[src/rtl/cvxif_alu_coprocessor.sv]
// CV-X-IF ALU coprocessor: decodes custom-0 ALU ops, runs them through a fixed-latency
// pipeline and returns results in order via a credit-protected result buffer.
module cvxif_alu_coprocessor #(
  parameter int XLEN    = 64,
  parameter int IdWidth = 3,
  parameter int Latency = 2,
  parameter int Depth   = 4
) (
  input  logic               clk_i,
  input  logic               rst_i,
  input  logic               flush_i,
  input  logic               issue_valid_i,
  output logic               issue_ready_o,
  input  logic [31:0]        issue_instr_i,
  input  logic [XLEN-1:0]    issue_rs1_i,
  input  logic [XLEN-1:0]    issue_rs2_i,
  input  logic [IdWidth-1:0] issue_id_i,
  output logic               issue_accept_o,
  output logic               issue_writeback_o,
  output logic               result_valid_o,
  input  logic               result_ready_i,
  output logic [IdWidth-1:0] result_id_o,
  output logic [4:0]         result_rd_o,
  output logic [XLEN-1:0]    result_data_o
);

  localparam int CW = $clog2(Depth + 1);
  localparam int PW = (Depth > 1) ? $clog2(Depth) : 1;

  function automatic logic [XLEN-1:0] alu(input logic [2:0] f3,
                                          input logic [XLEN-1:0] a,
                                          input logic [XLEN-1:0] b);
    case (f3)
      3'b000:  return a + b;
      3'b001:  return a - b;
      3'b010:  return a ^ b;
      3'b011:  return a & b;
      3'b100:  return a | b;
      default: return a << b[5:0];
    endcase
  endfunction

  function automatic logic [PW-1:0] ptr_next(input logic [PW-1:0] p);
    return (p == PW'(Depth - 1)) ? '0 : p + 1'b1;
  endfunction

  logic [6:0] opcode;
  logic [6:0] funct7;
  logic [2:0] funct3;
  logic [4:0] rd;
  logic       accept;
  logic       unused_bits;

  assign opcode      = issue_instr_i[6:0];
  assign rd          = issue_instr_i[11:7];
  assign funct3      = issue_instr_i[14:12];
  assign funct7      = issue_instr_i[31:25];
  assign unused_bits = ^issue_instr_i[24:15];

  assign accept            = (opcode == 7'b0001011) && (funct7 == 7'd0) && (funct3 <= 3'd5);
  assign issue_accept_o    = accept;
  assign issue_writeback_o = accept;

  logic [CW-1:0] outstanding;
  logic          issue_fire;
  logic          acc_fire;
  logic          pop;

  assign issue_ready_o = (outstanding < CW'(Depth)) & ~flush_i;
  assign issue_fire    = issue_valid_i & issue_ready_o;
  assign acc_fire      = issue_fire & accept;

  // Execute pipeline: result computed at issue, then carried through Latency registers
  logic               vld_p  [Latency];
  logic [XLEN-1:0]    data_p [Latency];
  logic [4:0]         rd_p   [Latency];
  logic [IdWidth-1:0] id_p   [Latency];

  always_ff @(posedge clk_i) begin
    if (rst_i || flush_i) begin
      for (int i = 0; i < Latency; i++) vld_p[i] <= 1'b0;
    end else begin
      vld_p[0] <= acc_fire;
      for (int i = 1; i < Latency; i++) vld_p[i] <= vld_p[i-1];
    end
  end

  always_ff @(posedge clk_i) begin
    data_p[0] <= alu(funct3, issue_rs1_i, issue_rs2_i);
    rd_p[0]   <= rd;
    id_p[0]   <= issue_id_i;
    for (int i = 1; i < Latency; i++) begin
      data_p[i] <= data_p[i-1];
      rd_p[i]   <= rd_p[i-1];
      id_p[i]   <= id_p[i-1];
    end
  end

  // Result buffer: holds completed results while the core backpressures
  logic [XLEN-1:0]    mem_data [Depth];
  logic [4:0]         mem_rd   [Depth];
  logic [IdWidth-1:0] mem_id   [Depth];
  logic [PW-1:0]      wptr;
  logic [PW-1:0]      rptr;
  logic [CW-1:0]      fcnt;
  logic               fifo_empty;
  logic               vld_last;
  logic               fifo_push;
  logic               fifo_pop;

  assign vld_last       = vld_p[Latency-1];
  assign fifo_empty     = (fcnt == '0);
  assign result_valid_o = ~fifo_empty | vld_last;
  assign pop            = result_valid_o & result_ready_i;
  assign fifo_pop       = pop & ~fifo_empty;
  // With an empty buffer the last stage is presented directly; it only enters
  // the buffer if the core does not take it this cycle.
  assign fifo_push      = vld_last & ~(fifo_empty & result_ready_i);

  always_ff @(posedge clk_i) begin
    if (rst_i || flush_i) begin
      wptr <= '0;
      rptr <= '0;
      fcnt <= '0;
    end else begin
      if (fifo_push) wptr <= ptr_next(wptr);
      if (fifo_pop)  rptr <= ptr_next(rptr);
      fcnt <= fcnt + CW'(fifo_push) - CW'(fifo_pop);
    end
  end

  always_ff @(posedge clk_i) begin
    if (fifo_push) begin
      mem_data[wptr] <= data_p[Latency-1];
      mem_rd[wptr]   <= rd_p[Latency-1];
      mem_id[wptr]   <= id_p[Latency-1];
    end
  end

  always_ff @(posedge clk_i) begin
    if (rst_i || flush_i) begin
      outstanding <= '0;
    end else begin
      case ({acc_fire, pop})
        2'b10:   outstanding <= outstanding + 1'b1;
        2'b01:   outstanding <= outstanding - 1'b1;
        default: outstanding <= outstanding;
      endcase
    end
  end

  always_comb begin
    result_data_o = '0;
    result_rd_o   = '0;
    result_id_o   = '0;
    if (result_valid_o) begin
      if (fifo_empty) begin
        result_data_o = data_p[Latency-1];
        result_rd_o   = rd_p[Latency-1];
        result_id_o   = id_p[Latency-1];
      end else begin
        result_data_o = mem_data[rptr];
        result_rd_o   = mem_rd[rptr];
        result_id_o   = mem_id[rptr];
      end
    end
  end

endmodule
[config.mk]
export PLATFORM = sky130hd
export DESIGN_NAME = cvxif_alu_coprocessor
export DESIGN_NICKNAME = d
export VERILOG_FILES = /design/src/rtl/cvxif_alu_coprocessor.sv
export SDC_FILE = /design/constraint.sdc
export NUM_CORES = 1
export LEC_CHECK = 0
export CORE_ASPECT_RATIO = 0.5
export CORE_MARGIN = 3
export CORE_UTILIZATION = 40
export CTS_BUF_LIST = sky130_fd_sc_hd__clkbuf_4 sky130_fd_sc_hd__clkbuf_8 sky130_fd_sc_hd__clkbuf_16
export DETAILED_ROUTE_END_ITERATION = 12
export GPL_ROUTABILITY_DRIVEN = 0
export MAX_ROUTING_LAYER = met4
export PLACE_DENSITY_LB_ADDON = 0.12
export RECOVER_POWER = 100
export SYNTH_ARGS = -nofsm -noshare
export SYNTH_HDL_FRONTEND = slang
export SYNTH_SLANG_ARGS = --single-unit
[constraint.sdc]
create_clock -name clk_i -period 7.7 [get_ports clk_i]
set_clock_uncertainty 0.1 [all_clocks]
set_input_delay 1.54 -clock clk_i [delete_from_list [all_inputs] [get_ports clk_i]]
set_output_delay 1.54 -clock clk_i [all_outputs]
set_load 0.005 [all_outputs]
---- Yosys cells after proc, flatten, opt, wreduce, memory -nomap -nowiden ----
Memories as Yosys holds them, arrays and structs flattened. A register that Yosys moved wholly into a read port is not among the register bits.
Cells that the tools add are included.
word-level totals
  register bits ........................... 10
  bits in writable memories ............... 434
  input bits .............................. 168
  output and inout port bits .............. 76
  word-level logic and storage cells ...... 77
  memories ................................ 7
cells by class
  add/sub/neg operators ................... 8
  magnitude comparators ................... 2
  eq/ne operators ......................... 9
  shifts and indexed selects .............. 1
  mux-type cells .......................... 23
  bitwise gates (word level) .............. 16
  reduce and logical (&&, ||, !) cells .... 7
memories
  memory           words  width  read ports  clocked after Yosys merged registers in  write ports  line  RTL
  mem_data         4      64     1           1                                        1            100   logic [XLEN-1:0] mem_data [Depth];
  data_p           2      64     2           0                                        2            75    logic [XLEN-1:0] data_p [Latency];
  mem_rd           4      5      1           1                                        1            101   logic [4:0] mem_rd [Depth];
  mem_id           4      3      1           1                                        1            102   logic [IdWidth-1:0] mem_id [Depth];
  rd_p             2      5      2           0                                        2            76    logic [4:0] rd_p [Latency];
  id_p             2      3      2           0                                        2            77    logic [IdWidth-1:0] id_p [Latency];
  1 more memories  n/a    n/a    n/a         n/a                                      n/a          n/a
operator list
  operator                                                               count
  64-bit one-hot mux with 5 select lines                                 1
  64-bit two-way mux                                                     2
  64-bit adder                                                           1
  64-bit bitwise AND                                                     1
  64-bit bitwise OR                                                      1
  64-bit by 6-bit left shift with 64-bit output                          1
  64-bit subtractor                                                      1
  64-bit XOR                                                             1
  2-bit two-way mux                                                      8
  5-bit two-way mux                                                      2
  1-bit bitwise AND                                                      7
  7-bit by 4-bit equality test with 1-bit output, second input constant  1
  7-bit zero test                                                        1
  1-bit two-way mux                                                      7
  2-bit equality test, second input constant                             3
  3-bit by 2-bit equality test with 1-bit output, second input constant  2
  3-bit zero test                                                        2
  3-bit two-way mux                                                      2
  3-bit one-hot mux with 2 select lines                                  1
  2-bit by 1-bit adder with 2-bit output, second input constant          2
  3-bit by 1-bit adder with 3-bit output                                 1
  3-bit by 1-bit adder with 3-bit output, second input constant          1
  3-bit by 1-bit equality test with 1-bit output, second input constant  1
  3-bit equality test, second input constant                             1
  10 further kinds                                                       15

---- Logic depth before layout (Yosys ltp) ----
Gate-level depths: netlist of run 1.
  depth after elaboration ................. 7
  depth in mapped cells ................... 23
  gate-level depth less buffers ........... 20

---- Least setup slack after synthesis of run 1 ----
No wires, ideal clock.
  path type ............................... input to register
  from .................................... input port issue_rs2_i[15]
  to ...................................... memory data_p[0][58]
  setup time .............................. 120 ps
  arrival ................................. 6178 ps
  required time ........................... 7480 ps
  path slack .............................. 1303 ps
  stages on the path ...................... 19
  path buffers ............................ 3
  path through ............................ or4_4 > or4_1 > buf_2 > nor4_1 > nand2_1 > o41a_1 > xnor2_1 > ha_1 > clkbuf_1 > nand4_1 > or2_2 > nor3_1 > and3_1 > a211o_1 > o211ai_1 > and4b_1 > clkbuf_1 > o2111a_1 > a211o_1
RTL lines
  element             line  RTL
  start: declaration  16    input logic [XLEN-1:0] issue_rs2_i,
  end: declaration    75

==> results.sh, run 1 <==
export IMPL_design_area_um2=32700
export IMPL_wl_per_cell_um=23.7
export IMPL_die_area_um2=73200
export IMPL_syn_to_final_growth_pct=17.1
export IMPL_drt_total_wl_um=92600
export IMPL_nets=3314
export IMPL_crit_chain="dlygate4sd3_1 -> nor4_1 -> nand4_1 -> o41ai_1 -> xnor2_1 -> ha_1 -> and3_1 -> and2_0 -> a221o_1 -> a221o_1 -> o2111ai_1 -> nand4b_1 -> a21oi_1 -> xor2_1 -> o21ai_0 -> buf_4"
export IMPL_tns_ns=0
export IMPL_worst_slew_pin_slew_ns=2.78
export IMPL_slowest_stage="nor4_1"
export IMPL_final_setup_viol_count=0
export IMPL_grt_util_met2_pct=36.7
export IMPL_grt_max_degree=68
export IMPL_worstPathMaxFanout=7
export IMPL_critPathKind="primary input to flip-flop"
export IMPL_outcome="complete, but fails checks"
export IMPL_grtUsageMet1_pct=35.7
export IMPL_cap_violations=7
export IMPL_synthesis_nets=3135
export IMPL_initial_utilization_pct=41.0
export IMPL_dp_slack_ns=0.225
export IMPL_postCtsSetupBuffers=0
export IMPL_async_reset_ff_share_pct=0
export IMPL_cts_hold_buf=0
export IMPL_num_vias=22600
export IMPL_yosys_register_bits=446
export IMPL_gr_max_usage_layer="met2"
export IMPL_violations="capacitance limit, slew limit"
export IMPL_fin_crit_ns=7.24
export IMPL_grt_pass1_wl_um=137000
export IMPL_drt_initial_drc_count=2781
export IMPL_grt_util_met3_pct=5.86
export IMPL_ys_flop_type="edfxtp_1"
export IMPL_synth_warning_count=0
export IMPL_io_pins=244
export IMPL_cts_tree="yes"
export IMPL_syn_avg_cell_area_um2=10.1
export IMPL_max_stage_delay_ns=0.70
export IMPL_fp_dieH_um=193
export IMPL_powerDensity_nw_per_um2=190
export IMPL_dr_pass1_iters=7
export IMPL_final_antenna_net_count=0
export IMPL_min_period_over_period_pct=94.0
export IMPL_yosysUniqueCellTypes=73
export IMPL_synth_edf_count=288
export IMPL_endpoint_kind="flip-flop"
export IMPL_fin_util_pct=48.1
export IMPL_finalPower_mw=6.20
export IMPL_cp_required_ns=8.08
export IMPL_clock_root_buffer="clkbuf_16"
export IMPL_slew_headroom_pct=-85.5
export IMPL_clock_path_buffers=3
export IMPL_worstPathArrival_ns=7.62
export IMPL_clk_latency_ns=0.54
export IMPL_dp_hpwl_um=67500
export IMPL_slew_viol_final=221
export IMPL_gr_total_overflow=0
export IMPL_drc=0
export IMPL_post_cts_resized=0
export IMPL_leakagePower_nw=12.9
export IMPL_netlist_top_cells_area="edfxtp_1 (31%), dfxtp_1 (11%), mux4_2 (11%)"
export IMPL_netlist_area_um2=27900
export IMPL_vias_per_cell=5.79
export IMPL_clock_sinks=446
export IMPL_synth_top_cell_area_share_pct=31.0
export IMPL_netlist_instances=2763
export IMPL_antenna_found_initial=11
export IMPL_cts_buffers=44
export IMPL_io_buffers=233
export IMPL_final_layout_size_suffix_gt1_share_pct=10.5
export IMPL_start_kind="primary input"
export IMPL_peakVddDrop_mv=0.155
export IMPL_placementRows=67
export IMPL_clkTransAtPathRegs_ns=0.06
export IMPL_htreeDepth=2
export IMPL_synth_common_cells="nand2_1 (429), edfxtp_1 (288), ha_1 (201), o21ai_0 (200), inv_1 (163)"
export IMPL_core_um2=68000
export IMPL_ys_seq_area_share_pct=42.3
export IMPL_crit_top_cell="a221o_1"
export IMPL_first_global_vias=21200
export IMPL_track_usage_pct=25.3
export IMPL_hold_viol_final=0
export IMPL_layout_setup_ws_ns=0.459
export IMPL_hold_path_class="flip-flop to flip-flop"
export IMPL_clock_fmax_ghz=0.138
export IMPL_yosys_cell_count_top_type="nand2_1"
export IMPL_rsz0062_at_grt="no"
export IMPL_die_w_um=380
export IMPL_yosysTopAreaCell="edfxtp_1"
export IMPL_place_area_um2=31300
==> layer usage <==
| layer | routed length [um] | part of all wire, % |
|---|---|---|
| met5 | 0 | 0 |
| met4 | 1980 | 2.1 |
| met2 | 40000 | 43 |
| met3 | 8690 | 9.4 |
| met1 | 41900 | 45 |
==> critical path: cells and delay by family <==
kind | cells | cell delay (ns)
AO/OA/AOI/OAI | 6 | 2.72
AND/OR/NAND/NOR | 5 | 1.87
buffers and inverters | 2 | 0.84
adder cells (fa/ha/maj) | 1 | 0.38
XOR/XNOR | 2 | 0.27
==> cell usage in the layout (no fill, tap or decap), types with 134 or more instances in the layout <==
master / count
inv_1: 161
a21oi_1: 154
ha_1: 201
clkdlybuf4s50_1: 144
nor2_1: 152
o21ai_0: 201
nand2_1: 429
edfxtp_1: 288
dfxtp_1: 156
mux4_2: 134
==> worst paths after layout <==
kind / slack, ns / to / start / cells after the start
hold reg to reg: 0.22 / data_p[0][111] / data_p[0][47] / 0
hold / removal: 0.22 / data_p[0][111] / data_p[0][47] / 0
setup / recovery: 0.46 / data_p[0][45] / issue_rs2_i[8] / 16
setup reg to reg: 0.89 / mem_data[1][54] / vld_p[0][1] / 4
==> where the power goes <==
group          internal (mW)  leakage, nW  total, mW  switching, mW
sequential              2.71         3.94       2.81         0.0982
clock                   1.22        0.747       2.09          0.869
combinational          0.478         8.17       1.30          0.819
total                   4.41         12.9       6.20           1.79
==> cell families after synthesis <==
logic type      share of synthesized area [%]
compound gates                           14.3
fa+ha+maj                                9.23
mux                                      12.5
xor+xnor                                 3.45
simple gates                             13.7
buf+inv                                  4.49
flops                                    42.3
==> through the flow <==
stage / cells / hold slack, ns
floorplan: 2763 / 0.210
global route: 3913 / 0.228
detailed placement: 3827 / 0.212
global placement: 3827 / 0.210
CTS: 3909 / 0.221
finish: 3913 / 0.221
==> registers in the layout (all words and copies together), names as in the netlist, named ones only <==
| signal | count |
|---|---|
| id_p | 6 |
| mem_rd | 20 |
| data_p | 128 |
| fcnt | 3 |
| mem_id | 12 |
| outstanding | 3 |
| vld_p | 2 |
| rd_p | 10 |
| rptr | 2 |
| mem_data | 256 |
| wptr | 2 |
==> cell type report <==
| class | count | area (um^2) |
|---|---|---|
| Fill cell | 6361 | 35300 |
| Multi-Input combinational cell | 1986 | 14900 |
| Sequential cell | 446 | 11800 |
| Timing Repair Buffer | 299 | 2760 |
| Clock buffer | 61 | 1300 |
| Tap cell | 931 | 1160 |
| Inverter | 165 | 619 |
| Clock inverter | 21 | 161 |
| Antenna cell | 4 | 10.0 |
Power figures use the tool's default switching activity.
==> run 2, diff against run 1 <==
CORE_UTILIZATION = 37   (was 40)
==> results.sh, run 2 (synthesis results as in run 1) <==
export IMPL_outcome="complete, but fails checks"
export IMPL_violations="capacitance limit, slew limit"
export IMPL_cp_top_family="simple AND/OR/NAND/NOR gates"
export IMPL_final_setup_viol_count=0
export IMPL_cp_num_buf_inv=5
export IMPL_num_vias=22600
export IMPL_fin_util_pct=44.6
export IMPL_slew_headroom_pct=-64.4
export IMPL_postCtsSetupBuffers=0
export IMPL_core_um2=73800
export IMPL_post_cts_resized=0
export IMPL_vias_per_cell=5.65
export IMPL_clkTransAtPathRegs_ns=0.06
export IMPL_worstPathMaxFanout=11
export IMPL_fp_dieH_um=200
export IMPL_antenna_found_initial=13
export IMPL_drt_total_wl_um=93900
export IMPL_design_area_um2=32900
export IMPL_wl_per_cell_um=23.5
export IMPL_critPathKind="primary input to flip-flop"
export IMPL_clk_latency_ns=0.56
export IMPL_cts_hold_buf=0
export IMPL_nets=3317
export IMPL_fillers=7096
export IMPL_clock_path_buffers=3
export IMPL_final_common_cell="nand2_1"
export IMPL_final_antenna_net_count=0
export IMPL_dp_hpwl_um=68500
export IMPL_cts_tree="yes"
export IMPL_syn_to_final_growth_pct=18.0
export IMPL_start_kind="primary input"
export IMPL_powerDensity_nw_per_um2=193
export IMPL_fin_crit_ns=7.14
export IMPL_endpoint_kind="flip-flop"
export IMPL_cap_violations=7
export IMPL_tns_ns=0
export IMPL_place_area_um2=31400
export IMPL_placementRows=70
export IMPL_clock_fmax_ghz=0.140
export IMPL_drt_initial_drc_count=2173
export IMPL_cp_required_ns=8.10
export IMPL_htreeDepth=2
export IMPL_dr_pass1_iters=7
export IMPL_io_pins=244
export IMPL_final_cell_mix="nand2_1 (429), edfxtp_1 (288), ha_1 (201)"
export IMPL_gr_total_overflow=0
export IMPL_grt_pass1_wl_um=140000
export IMPL_hold_viol_final=0
export IMPL_p_sw_mw=1.82
export IMPL_worst_slew_pin_slew_ns=2.46
export IMPL_die_w_um=394
export IMPL_die_area_um2=78900
export IMPL_final_layout_size_suffix_gt1_share_pct=10.4
export IMPL_cts_buffers=46
export IMPL_drc=0
export IMPL_min_period_over_period_pct=92.7
export IMPL_hold_path_class="flip-flop to flip-flop"
export IMPL_peakVddDrop_mv=0.199
export IMPL_holdWs_ns=0.223
export IMPL_p_int_mw=4.54
export IMPL_initial_utilization_pct=37.8
export IMPL_largest_reg_flops=256
export IMPL_worstPathArrival_ns=7.54
export IMPL_rsz0062_at_grt="no"
export IMPL_slowest_stage="nor2_1"
export IMPL_pwr_share_comb_pct=20.4
export IMPL_max_stage_delay_ns=0.97
export IMPL_seq_power_share_pct=44.3
export IMPL_track_usage_pct=23.7
export IMPL_switching_share_pct=28.6
export IMPL_clock_root_buffer="clkbuf_16"
export IMPL_finalPower_mw=6.36
export IMPL_io_buffers=233
export IMPL_first_global_vias=21400
export IMPL_grt_max_degree=68
export IMPL_reg_largest_list="mem_data x256, data_p x128, mem_rd x20"
export IMPL_crit_chain="dlygate4sd3_1 -> inv_1 -> nand2_1 -> nor2_1 -> buf_4 -> a21oi_1 -> xnor2_1 -> ha_1 -> nand4_1 -> nor3_1 -> nand3_1 -> a211oi_1 -> clkbuf_1 -> o2111ai_1 -> nand4b_1 -> a21oi_1 -> xor2_1 -> o21ai_0 -> buf_4"
export IMPL_slew_viol_final=257
export IMPL_leakagePower_nw=12.9
export IMPL_clock_sinks=446
export IMPL_top_register="mem_data"
export IMPL_p_clk_share_pct=35.3
-- run 2: metal layers --
layer / up-vias / track usage (%) / part of all wire, % / routed length (um)
li1: 10500 / - / - / -
met1: 11100 / 33.4 / 46 / 43000
met2: 840 / 34.9 / 44 / 41100
met3: 92 / 5.87 / 8.8 / 8240
met4: 0 / 4.26 / 1.6 / 1470
met5: - / - / 0 / 0
-- run 2: layout make-up --
class	instances	area [um^2]	share of cell area [%]
Clock buffer	61	1320	4.01
Multi-Input combinational cell	1986	14900	45.2
Tap cell	1008	1260	3.83
Sequential cell	446	11800	35.9
Inverter	165	619	1.88
Timing Repair Buffer	300	2760	8.37
Antenna cell	6	15.0	0.0456
Clock inverter	25	267	0.810
-- run 2: metrics by stage --
step | std cells | worst slack [ns]
5_1_grt | 3995 | 0.126
6_report | 3997 | 0.565
2_1_floorplan | 2763 | 1.30
3_5_place_dp | 3905 | 0.287
3_3_place_gp | 3905 | 0.112
4_1_cts | 3991 | 0.853
-- run 2: final timing paths --
check / start / to / slack (ns) / cells past startpoint
setup / recovery: issue_instr_i[13] / data_p[0][45] / 0.56 / 19
hold / removal: data_p[0][44] / data_p[0][108] / 0.22 / 0
setup reg to reg: vld_p[0][1] / mem_data[3][7] / 0.60 / 4
hold reg to reg: data_p[0][44] / data_p[0][108] / 0.22 / 0
-- run 2: power by group through the flow --
| stage | Sequential, mW | Combinational, mW | Clock (mW) |
|---|---|---|---|
| after global placement | 2.86 | 1.26 | 0 |
| after global routing | 2.83 | 1.40 | 2.41 |
| after detailed placement | 2.87 | 1.26 | 0 |
| after floorplan | 2.82 | 0.765 | 0 |
| after CTS | 2.82 | 1.27 | 2.31 |
| final | 2.82 | 1.29 | 2.25 |
-- run 2: worst reg2reg max path: cells and delay by family, from the launching register on --
family	cells	cell delay [ns]
buffers and inverters	2	2.91
flip-flops	1	1.47
AO/OA/AOI/OAI	1	0.59
AND/OR/NAND/NOR	1	1.59
==> run 3, diff against run 2 <==
ABC_CLOCK_PERIOD_IN_PS = 7700   (was not set)
==> results of run 3 <==
Same layout as run 2: the final DEF is identical, and so are final timing and power.
